### config.mk
export PLATFORM = sky130hd
export DESIGN_NAME = fetch_sequencer_flat
export DESIGN_NICKNAME = d
export VERILOG_FILES = /design/src/rtl/fetch_sequencer_if.sv /design/src/rtl/fetch_sequencer.sv /design/src/flat_wrapper.sv
export SDC_FILE = /design/constraint.sdc
export NUM_CORES = 1
export LEC_CHECK = 0
export ABC_AREA = 1
export BUFFER_PORTS_ARGS = -buffer_cell sky130_fd_sc_hd__buf_2
export CELL_PAD_IN_SITES_DETAIL_PLACEMENT = 1
export CELL_PAD_IN_SITES_GLOBAL_PLACEMENT = 1
export CORE_ASPECT_RATIO = 1.4
export CORE_MARGIN = 4
export CORE_UTILIZATION = 35
export CTS_CLUSTER_SIZE = 24
export DETAILED_ROUTE_END_ITERATION = 8
export GPL_ROUTABILITY_DRIVEN = 0
export PLACE_DENSITY_LB_ADDON = 0.1
export SYNTH_ARGS = -nofsm -noshare
export SYNTH_HDL_FRONTEND = slang
export SYNTH_SLANG_ARGS = --single-unit
export TNS_END_PERCENT = 1
### constraint.sdc
create_clock -name clock -period 3.2 [get_ports clock]
set_input_delay 0.48 -clock clock [delete_from_list [all_inputs] [get_ports clock]]
set_output_delay 0.48 -clock clock [all_outputs]
set_load 0.02 [all_outputs]
### src/rtl/fetch_sequencer_if.sv
// Fetch sequencer bus: PC strobe, instruction-memory read port and IR handshake.
// master = sequencer side, slave = datapath/memory/control side.
interface fetch_sequencer_if #(
    parameter int DATA_WIDTH = 32,
    parameter int ADDR_WIDTH = 9
);
    logic                  run;
    logic [DATA_WIDTH-1:0] pc_in;
    logic                  inc_pc;
    logic [ADDR_WIDTH-1:0] mem_addr;
    logic                  mem_read;
    logic                  mem_rdy;
    logic [DATA_WIDTH-1:0] mem_data;
    logic [DATA_WIDTH-1:0] ir_out;
    logic                  ir_valid;
    logic                  ir_ack;
    logic                  fetch_fault;
    logic [31:0]           fetch_count;

    modport master (
        input  run, pc_in, mem_rdy, mem_data, ir_ack,
        output inc_pc, mem_addr, mem_read, ir_out, ir_valid, fetch_fault, fetch_count
    );

    modport slave (
        output run, pc_in, mem_rdy, mem_data, ir_ack,
        input  inc_pc, mem_addr, mem_read, ir_out, ir_valid, fetch_fault, fetch_count
    );
endinterface

### src/rtl/fetch_sequencer.sv
// Instruction-fetch sequencer: strobes the PC, reads instruction memory, hands the
// word to the control unit over valid/ack, flags memory timeouts, counts accepts.
module fetch_sequencer #(
    parameter int DATA_WIDTH = 32,
    parameter int ADDR_WIDTH = 9,
    parameter int TIMEOUT    = 16
) (
    input logic               clock,
    input logic               clear,
    fetch_sequencer_if.master bus
);
    localparam int WW = $clog2(TIMEOUT + 1);

    typedef enum logic [2:0] {IDLE, ADDR, READ, ISSUE, FAULT} state_t;

    state_t                state, state_nx;
    logic [ADDR_WIDTH-1:0] mar;
    logic [DATA_WIDTH-1:0] ir;
    logic [WW-1:0]         wait_cnt;
    logic [31:0]           count;
    logic                  timed_out;

    // This READ cycle is the TIMEOUT-th consecutive one without mem_rdy.
    assign timed_out = (wait_cnt == WW'(TIMEOUT - 1));

    always_comb begin
        state_nx = state;
        case (state)
            IDLE:    if (bus.run) state_nx = ADDR;
            ADDR:    state_nx = READ;
            READ: begin
                if (bus.mem_rdy)     state_nx = ISSUE;
                else if (timed_out)  state_nx = FAULT;
            end
            ISSUE:   if (bus.ir_ack) state_nx = bus.run ? ADDR : IDLE;
            FAULT:   state_nx = FAULT;
            default: state_nx = IDLE;
        endcase
    end

    always_ff @(posedge clock) begin
        if (clear) begin
            state    <= IDLE;
            mar      <= '0;
            ir       <= '0;
            wait_cnt <= '0;
            count    <= '0;
        end else begin
            state <= state_nx;
            case (state)
                ADDR: begin
                    // pc_in is the pre-increment value: the PC advances on this same edge.
                    mar      <= bus.pc_in[ADDR_WIDTH-1:0];
                    wait_cnt <= '0;
                end
                READ: begin
                    if (bus.mem_rdy) ir <= bus.mem_data;
                    else             wait_cnt <= wait_cnt + WW'(1);
                end
                ISSUE:   if (bus.ir_ack) count <= count + 32'd1;
                default: ;
            endcase
        end
    end

    assign bus.inc_pc      = (state == ADDR);
    assign bus.mem_read    = (state == READ);
    assign bus.mem_addr    = mar;
    assign bus.ir_out      = ir;
    assign bus.ir_valid    = (state == ISSUE);
    assign bus.fetch_fault = (state == FAULT);
    assign bus.fetch_count = count;
endmodule
### src/flat_wrapper.sv
// flat-port wrapper written by rule: the top's interface ports become plain ports
module fetch_sequencer_flat 
#(
    parameter int DATA_WIDTH = 32,
    parameter int ADDR_WIDTH = 9,
    parameter int TIMEOUT    = 16
)
  (clock, clear, bus_run, bus_pc_in, bus_mem_rdy, bus_mem_data, bus_ir_ack, bus_inc_pc, bus_mem_addr, bus_mem_read, bus_ir_out, bus_ir_valid, bus_fetch_fault, bus_fetch_count);
  fetch_sequencer_if #(.DATA_WIDTH(DATA_WIDTH), .ADDR_WIDTH(ADDR_WIDTH)) bus_i ();
  input logic clock;
  input logic clear;
  input wire logic [$bits(bus_i.run)-1:0] bus_run;
  input wire logic [$bits(bus_i.pc_in)-1:0] bus_pc_in;
  input wire logic [$bits(bus_i.mem_rdy)-1:0] bus_mem_rdy;
  input wire logic [$bits(bus_i.mem_data)-1:0] bus_mem_data;
  input wire logic [$bits(bus_i.ir_ack)-1:0] bus_ir_ack;
  output wire logic [$bits(bus_i.inc_pc)-1:0] bus_inc_pc;
  output wire logic [$bits(bus_i.mem_addr)-1:0] bus_mem_addr;
  output wire logic [$bits(bus_i.mem_read)-1:0] bus_mem_read;
  output wire logic [$bits(bus_i.ir_out)-1:0] bus_ir_out;
  output wire logic [$bits(bus_i.ir_valid)-1:0] bus_ir_valid;
  output wire logic [$bits(bus_i.fetch_fault)-1:0] bus_fetch_fault;
  output wire logic [$bits(bus_i.fetch_count)-1:0] bus_fetch_count;
  assign bus_i.run = bus_run;
  assign bus_i.pc_in = bus_pc_in;
  assign bus_i.mem_rdy = bus_mem_rdy;
  assign bus_i.mem_data = bus_mem_data;
  assign bus_i.ir_ack = bus_ir_ack;
  assign bus_inc_pc = bus_i.inc_pc;
  assign bus_mem_addr = bus_i.mem_addr;
  assign bus_mem_read = bus_i.mem_read;
  assign bus_ir_out = bus_i.ir_out;
  assign bus_ir_valid = bus_i.ir_valid;
  assign bus_fetch_fault = bus_i.fetch_fault;
  assign bus_fetch_count = bus_i.fetch_count;
  fetch_sequencer #(.DATA_WIDTH(DATA_WIDTH), .ADDR_WIDTH(ADDR_WIDTH), .TIMEOUT(TIMEOUT)) u_core (.clock(clock), .clear(clear), .bus(bus_i));
endmodule
==> impl_metrics.env, run 1 <==
export IMPL_status="completed"
export IMPL_pwr_share_seq_pct=39.8
export IMPL_clock_root_buffer="clkbuf_16"
export IMPL_synth_fp_nets=597
export IMPL_dp_hpwl_mm=8.24
export IMPL_drt_first_iter_violations=67
export IMPL_cts_resized=0
export IMPL_globalRouteOverflowTotal=0
export IMPL_setup_violations_final=0
export IMPL_worstSetupPathType="flip-flop to flip-flop"
export IMPL_grt_pass1_vias=3855
export IMPL_setup_tns_ns=0
export IMPL_clk_latency_ns=0.33
export IMPL_slew_viol_final=0
export IMPL_slew_headroom_pct=60.3
export IMPL_die_area_um2=12000
export IMPL_p_int_mw=2.09
export IMPL_worstMarginPinSlew_ns=0.594
export IMPL_finalCriticalPeriod_ns=2.11
export IMPL_clock_skew_ns=0.00427
export IMPL_cap_viol_max_count=0
export IMPL_firstDrtPassIters=4
export IMPL_grt_antenna_before_repair=0
export IMPL_htreeDepth=3
export IMPL_row_count=43
export IMPL_ys_seq_elements=81
export IMPL_n_antenna_cell=0
export IMPL_synthArstFlopShare_pct=0
export IMPL_busiest_layer="met2"
export IMPL_die_w_um=93.7
export IMPL_cts_made_buffers=9
export IMPL_switching_share_pct=29.8
export IMPL_core_um2=9950
export IMPL_combPwrFrac_pct=20.9
export IMPL_post_cts_buffers=0
export IMPL_synth_cell_area_um2=3590
export IMPL_hold_path_class="input pin to flip-flop"
export IMPL_max_freq_mhz=473
export IMPL_grt_max_degree=47
export IMPL_final_nets=716
export IMPL_drive_above_1_share_pct=23.7
export IMPL_worstPathRequired_ns=3.43
export IMPL_grt_setup_unrepaired="no"
export IMPL_initial_core_util_pct=36.1
export IMPL_syn_inst=525
export IMPL_area_delta_synth_final_pct=29.4
export IMPL_clock_sinks=81
export IMPL_path_max_fanout=34
export IMPL_drt_wl_total_mm=10.9
export IMPL_grt_pass1_wl_mm=18.0
export IMPL_avgSynthCellArea_um2=6.85
export IMPL_p_clk_share_pct=39.3
export IMPL_final_hold_viol_count=0
export IMPL_cts_path_max_buffers=2
export IMPL_grt_use_met1_pct=21.0
export IMPL_cp_start_kind="flip-flop"
export IMPL_arrival_ns=2.34
export IMPL_power_per_cell_area_nw_per_um2=640
export IMPL_via_per_inst=4.83
export IMPL_port_buffers=122
export IMPL_synth_edff_count=0
export IMPL_clkTransAtPathRegs_ns=0.06
export IMPL_power_net_switching_mw=0.887
export IMPL_drc=0
export IMPL_groute_usage_overall_pct=18.8
export IMPL_wl_per_cell_um=13.9
export IMPL_ys_seq_area_share_pct=45.1
export IMPL_synth_distinct_cells=29
export IMPL_ctsHoldBuffers=0
export IMPL_yosysWarnings=0
export IMPL_cp_end_kind="flip-flop"
export IMPL_antenna_left=0
export IMPL_ir_drop_v=0.000306
export IMPL_cts_tree="done"
export IMPL_ys_flop_type="dfxtp_1"
export IMPL_io_pins=146
export IMPL_grtUsageMet3_pct=3.99
export IMPL_post_route_util_pct=46.8
export IMPL_die_height_um=128
export IMPL_vias=3783
export IMPL_p_leak_nw=2.14
export IMPL_fin_crit_sh_pct=66.0
export IMPL_use_met2_pct=35.0
==> synthesized netlist by cell type (2+ instances only) <==
| library cell | count | area share [%] |
|---|---|---|
| and3_1 | 2 | 0.35 |
| nor2_2 | 4 | 0.70 |
| nor2_1 | 143 | 15 |
| dfxtp_1 | 81 | 45 |
| nor3b_1 | 3 | 0.63 |
| nand2_2 | 2 | 0.35 |
| nand3_1 | 24 | 3.3 |
| nand2_1 | 81 | 8.5 |
| inv_2 | 3 | 0.31 |
| buf_2 | 7 | 0.97 |
| nand4_1 | 9 | 1.6 |
| o21ai_1 | 10 | 1.4 |
| o21ai_0 | 46 | 6.4 |
| inv_1 | 54 | 5.6 |
| xor2_1 | 3 | 0.73 |
| a21oi_1 | 17 | 2.4 |
| ha_1 | 3 | 1.0 |
| clkbuf_1 | 9 | 0.94 |
| nor3_1 | 14 | 1.9 |
==> kinds of logic after synthesis <==
family / share of synthesized area, %
xor gates and xnor gates: 0.731
and+or+nand+nor: 34.5
DFF: 45.1
buffers and inverters: 8.28
adders and majority gates: 1.04
AOI/OAI and AO/OA: 10.4
==> sequential cells by signal (all words and copies together), names as in the netlist <==
signal	cells
u_core.bus.fetch_count	32
u_core.bus.ir_out	32
u_core.bus.mem_addr	9
u_core.wait_cnt	5
u_core.state	3
==> layout make-up <==
cell class,count,area [µm²]
fillers,1358,5300
multi-input cells,369,1680
flip-flops and latches,81,1620
repair buffers,125,633
clock buffers,11,233
inverters,58,218
well taps,135,169
clock inverters,5,104
==> placed cells by master (no fill, tap or decap), types with 2 or more instances in the layout <==
| master | netlist | routed |
|---|---|---|
| o21ai_0 | 46 | 46 |
| nor2_1 | 143 | 143 |
| nor3_1 | 14 | 14 |
| a21oi_1 | 17 | 17 |
| inv_1 | 54 | 54 |
| nand4_1 | 9 | 9 |
| bufinv_16 | 0 | 3 |
| o21ai_1 | 10 | 10 |
| clkbuf_1 | 9 | 2 |
| dfxtp_1 | 81 | 81 |
| buf_4 | 0 | 3 |
| nor2_2 | 4 | 4 |
| buf_2 | 7 | 122 |
| inv_2 | 3 | 3 |
| and3_1 | 2 | 2 |
| clkbuf_16 | 0 | 9 |
| nor3b_1 | 3 | 3 |
| xor2_1 | 3 | 3 |
| nand2_2 | 2 | 2 |
| nand3_1 | 24 | 24 |
| nand2_1 | 81 | 81 |
| ha_1 | 3 | 3 |
==> worst max-delay path: stages, from the launching register on <==
cell and delay, ns:
dfxtp_1 0.38, inv_1 0.11, nand3_1 0.14, inv_2 0.06, nand2_2 0.42, inv_2 0.40, nor2_1 0.21, nand2_1 0.07
o21ai_0 0.15, nor2_1 0.05
==> final timing paths <==
path         cells past startpoint             startpoint                endpoint  slack [ns]
max                              9        u_core.state[2]         u_core.state[0]        1.09
min                              3           bus_pc_in[1]  u_core.bus.mem_addr[1]        0.37
max reg2reg                      9        u_core.state[2]         u_core.state[0]        1.09
min reg2reg                      2  u_core.bus.ir_out[24]   u_core.bus.ir_out[24]        0.47
==> layer usage <==
metal,share of wire [%],wire [µm]
met2,52,5710
met4,1.2,127
met3,5.7,617
met5,0,0
met1,41,4440
==> through the flow <==
| step | cells | instance area, µm² | worst slack, ns | hold slack [ns] | power [mW] |
|---|---|---|---|---|---|
| floorplan | 525 | 3590 | 1.61 | 0.443 | 1.62 |
| global placement | 768 | 4320 | 1.13 | 0.459 | 1.82 |
| detailed placement | 768 | 4320 | 1.02 | 0.466 | 1.84 |
| CTS | 784 | 4650 | 1.02 | 0.360 | 3.02 |
| global route | 784 | 4650 | 0.746 | 0.376 | 3.15 |
| finish | 784 | 4650 | 1.09 | 0.369 | 2.98 |
==> power by group through the flow <==
| stage | Clock [mW] | Sequential, mW | Combinational, mW |
|---|---|---|---|
| 6_report | 1.17 | 1.19 | 0.621 |
| 5_1_grt | 1.25 | 1.20 | 0.701 |
| 4_1_cts | 1.20 | 1.19 | 0.636 |
| 3_5_place_dp | 0 | 1.21 | 0.633 |
| 3_3_place_gp | 0 | 1.20 | 0.613 |
| 2_1_floorplan | 0 | 1.33 | 0.294 |
(Power assumes the default switching activity.)
==> run 2, diff against run 1 <==
--- a/config.mk
+++ b/config.mk
@@ -5,13 +5,13 @@
 export SDC_FILE = /design/constraint.sdc
 export NUM_CORES = 1
 export LEC_CHECK = 0
-export ABC_AREA = 1
+export ABC_AREA = 0
 export BUFFER_PORTS_ARGS = -buffer_cell sky130_fd_sc_hd__buf_2
 export CELL_PAD_IN_SITES_DETAIL_PLACEMENT = 1
 export CELL_PAD_IN_SITES_GLOBAL_PLACEMENT = 1
 export CORE_ASPECT_RATIO = 1.4
 export CORE_MARGIN = 4
-export CORE_UTILIZATION = 35
+export CORE_UTILIZATION = 33
 export CTS_CLUSTER_SIZE = 24
 export DETAILED_ROUTE_END_ITERATION = 8
 export GPL_ROUTABILITY_DRIVEN = 0
==> constraint.sdc (replaced) <==
create_clock -name clock -period 2.02 [get_ports clock]
set_input_delay 0.303 -clock clock [delete_from_list [all_inputs] [get_ports clock]]
set_output_delay 0.303 -clock clock [all_outputs]
set_load 0.02 [all_outputs]
==> impl_metrics.env, run 2 <==
export IMPL_status="completed"
export IMPL_power_per_cell_area_nw_per_um2=856
export IMPL_worst_r2r_cell_count=5
export IMPL_syn_inst=416
export IMPL_core_um2=10000
export IMPL_cts_path_max_buffers=2
export IMPL_port_buffers=122
export IMPL_cp_start_kind="flip-flop"
export IMPL_clock_sinks=81
export IMPL_yosysWarnings=0
export IMPL_synth_edff_count=0
export IMPL_yosysMostFrequentCell="nand2_1"
export IMPL_worstSetupPathType="flip-flop to flip-flop"
export IMPL_post_cts_buffers=0
export IMPL_initial_core_util_pct=33.9
export IMPL_ir_drop_v=0.000406
export IMPL_grt_max_degree=51
export IMPL_htreeDepth=3
export IMPL_grt_antenna_before_repair=0
export IMPL_grt_setup_unrepaired="yes"
export IMPL_slew_viol_final=0
export IMPL_hold_path_class="input pin to flip-flop"
export IMPL_firstDrtPassIters=4
export IMPL_ys_seq_elements=81
export IMPL_wl_per_cell_um=14.7
export IMPL_globalRouteOverflowTotal=0
export IMPL_via_per_inst=5.02
export IMPL_fin_crit_sh_pct=96.0
export IMPL_setup_violations_final=0
export IMPL_finalHoldWorstSlack_ns=0.206
export IMPL_groute_usage_overall_pct=16.8
export IMPL_synth_cell_area_um2=3390
export IMPL_placed_area_um2=4290
export IMPL_vias=3447
export IMPL_grt_pass1_wl_mm=16.3
export IMPL_drive_above_1_share_pct=34.3
export IMPL_hold_depth=3
export IMPL_clock_skew_ns=0.00562
export IMPL_cts_made_buffers=9
export IMPL_final_common_cell="buf_2"
export IMPL_cts_tree="done"
export IMPL_setup_tns_ns=0
export IMPL_path_max_fanout=24
export IMPL_dp_hpwl_mm=7.25
export IMPL_area_delta_synth_final_pct=37.0
export IMPL_drc=0
export IMPL_io_pins=146
export IMPL_ys_flop_type="dfxtp_1"
export IMPL_synth_top_area_share_pct=47.8
export IMPL_cp_end_kind="flip-flop"
export IMPL_synth_distinct_cells=38
export IMPL_arrival_ns=2.16
export IMPL_mostFrequentLayoutCells="buf_2 (122), nand2_1 (96), dfxtp_1 (72), a21oi_1 (60), buf_4 (26)"
export IMPL_drt_first_iter_violations=74
export IMPL_clock_root_buffer="clkbuf_16"
export IMPL_die_area_um2=12000
export IMPL_final_nets=619
export IMPL_slew_headroom_pct=65.6
export IMPL_yosysTopAreaCell="dfxtp_1"
export IMPL_yosys_top_cells_area="dfxtp_1 (48%), nand2_1 (11%), a21oi_1 (8.8%)"
export IMPL_row_count=43
export IMPL_synthTopCellsByCount="nand2_1 (96), dfxtp_1 (81), a21oi_1 (60)"
export IMPL_die_height_um=128
export IMPL_synthArstFlopShare_pct=0
export IMPL_worstPathRequired_ns=2.24
export IMPL_ctsHoldBuffers=0
export IMPL_clkTransAtPathRegs_ns=0.06
export IMPL_p_total_mw=3.98
export IMPL_n_antenna_cell=0
export IMPL_synth_fp_nets=488
export IMPL_antenna_left=0
export IMPL_ys_seq_area_share_pct=47.8
export IMPL_drt_wl_total_mm=10.1
export IMPL_clk_latency_ns=0.33
export IMPL_die_w_um=93.7
export IMPL_avgSynthCellArea_um2=8.16
export IMPL_grt_pass1_vias=3519
export IMPL_max_freq_mhz=516
export IMPL_fin_area_um2=4650
export IMPL_worstMarginPinSlew_ns=0.515
export IMPL_p_leak_nw=2.00
export IMPL_cap_viol_max_count=0
export IMPL_finalCriticalPeriod_ns=1.94
export IMPL_final_hold_viol_count=0
run 2: changes by cell type after synthesis, moves of 8 or more:
cell	delta
nor2_1	-124
inv_1	-47
a21oi_1	+43
o21ai_0	-42
nand2_1	+15
clkbuf_1	+14
or4_1	+14
o31ai_1	+13
nand3_1	-10
nor3_1	-10
o21ai_1	-10
nor2b_1	+8
run 2: layout make-up:
| type | count | area, µm² |
|---|---|---|
| well taps | 135 | 169 |
| flip-flops and latches | 81 | 1640 |
| fillers | 1272 | 5360 |
| clock inverters | 3 | 40.0 |
| inverters | 7 | 26.3 |
| multi-input cells | 298 | 1680 |
| clock buffers | 12 | 256 |
| repair buffers | 150 | 841 |
run 2: kinds of logic after synthesis:
| logic type | share of synthesized area, % |
|---|---|
| buffers and inverters | 4.39 |
| xor gates and xnor gates | 2.58 |
| AOI/OAI and AO/OA | 13.6 |
| muxes | 2.62 |
| DFF | 47.8 |
| and+or+nand+nor | 27.9 |
| adders and majority gates | 1.11 |
run 2: path summary, 6_finish.rpt:
kind                                    from                    endpoint  slack (ns)
setup reg to reg  u_core.bus.fetch_count[14]  u_core.bus.fetch_count[28]        0.08
hold reg to reg        u_core.bus.ir_out[26]       u_core.bus.ir_out[26]        0.45
hold / removal              bus_mem_data[12]       u_core.bus.ir_out[12]        0.21
setup / recovery  u_core.bus.fetch_count[14]  u_core.bus.fetch_count[28]        0.08
run 2: timing repair:
| action | CTS | global route |
|---|---|---|
| endpoints found under the hold margin | 0 | 0 |
| setup endpoints to repair | 1 | 7 |
| gates resized for setup | 3 | 8 |
run 2: through the flow:
stage / instances / worst slack (ns) / util, %
after floorplan: 416 / 0.00462 / -
after global placement: 671 / 0.0448 / 42.8
after detailed placement: 671 / -0.0528 / 42.8
after CTS: 686 / 0.00443 / 46.0
after global routing: 686 / -0.00209 / 46.5
final: 686 / 0.0807 / 46.5
run 2: where the power goes:
| part | switching, mW | leakage [nW] | internal [mW] | total, mW |
|---|---|---|---|---|
| Clock | 0.616 | 0.148 | 1.01 | 1.63 |
| Combinational | 0.397 | 1.19 | 0.227 | 0.624 |
| Sequential | 0.0432 | 0.660 | 1.68 | 1.72 |
| Total | 1.06 | 2.00 | 2.92 | 3.98 |
run 2: per-layer routing:
metal | up-vias | wire length [µm] | track usage (%)
met5 | - | 0 | 0
met1 | 1636 | 4000 | 17.9
met4 | 0 | 151 | 6.80
met3 | 11 | 874 | 7.11
met2 | 96 | 5100 | 28.8
li1 | 1704 | - | -
run 2: critical path: stages, from the launching register on:
cell and delay, ns:
dfxtp_2 0.36, nand4_2 0.12, or4_4 0.50, buf_8 0.19
nor4_4 0.30, mux2_2 0.36
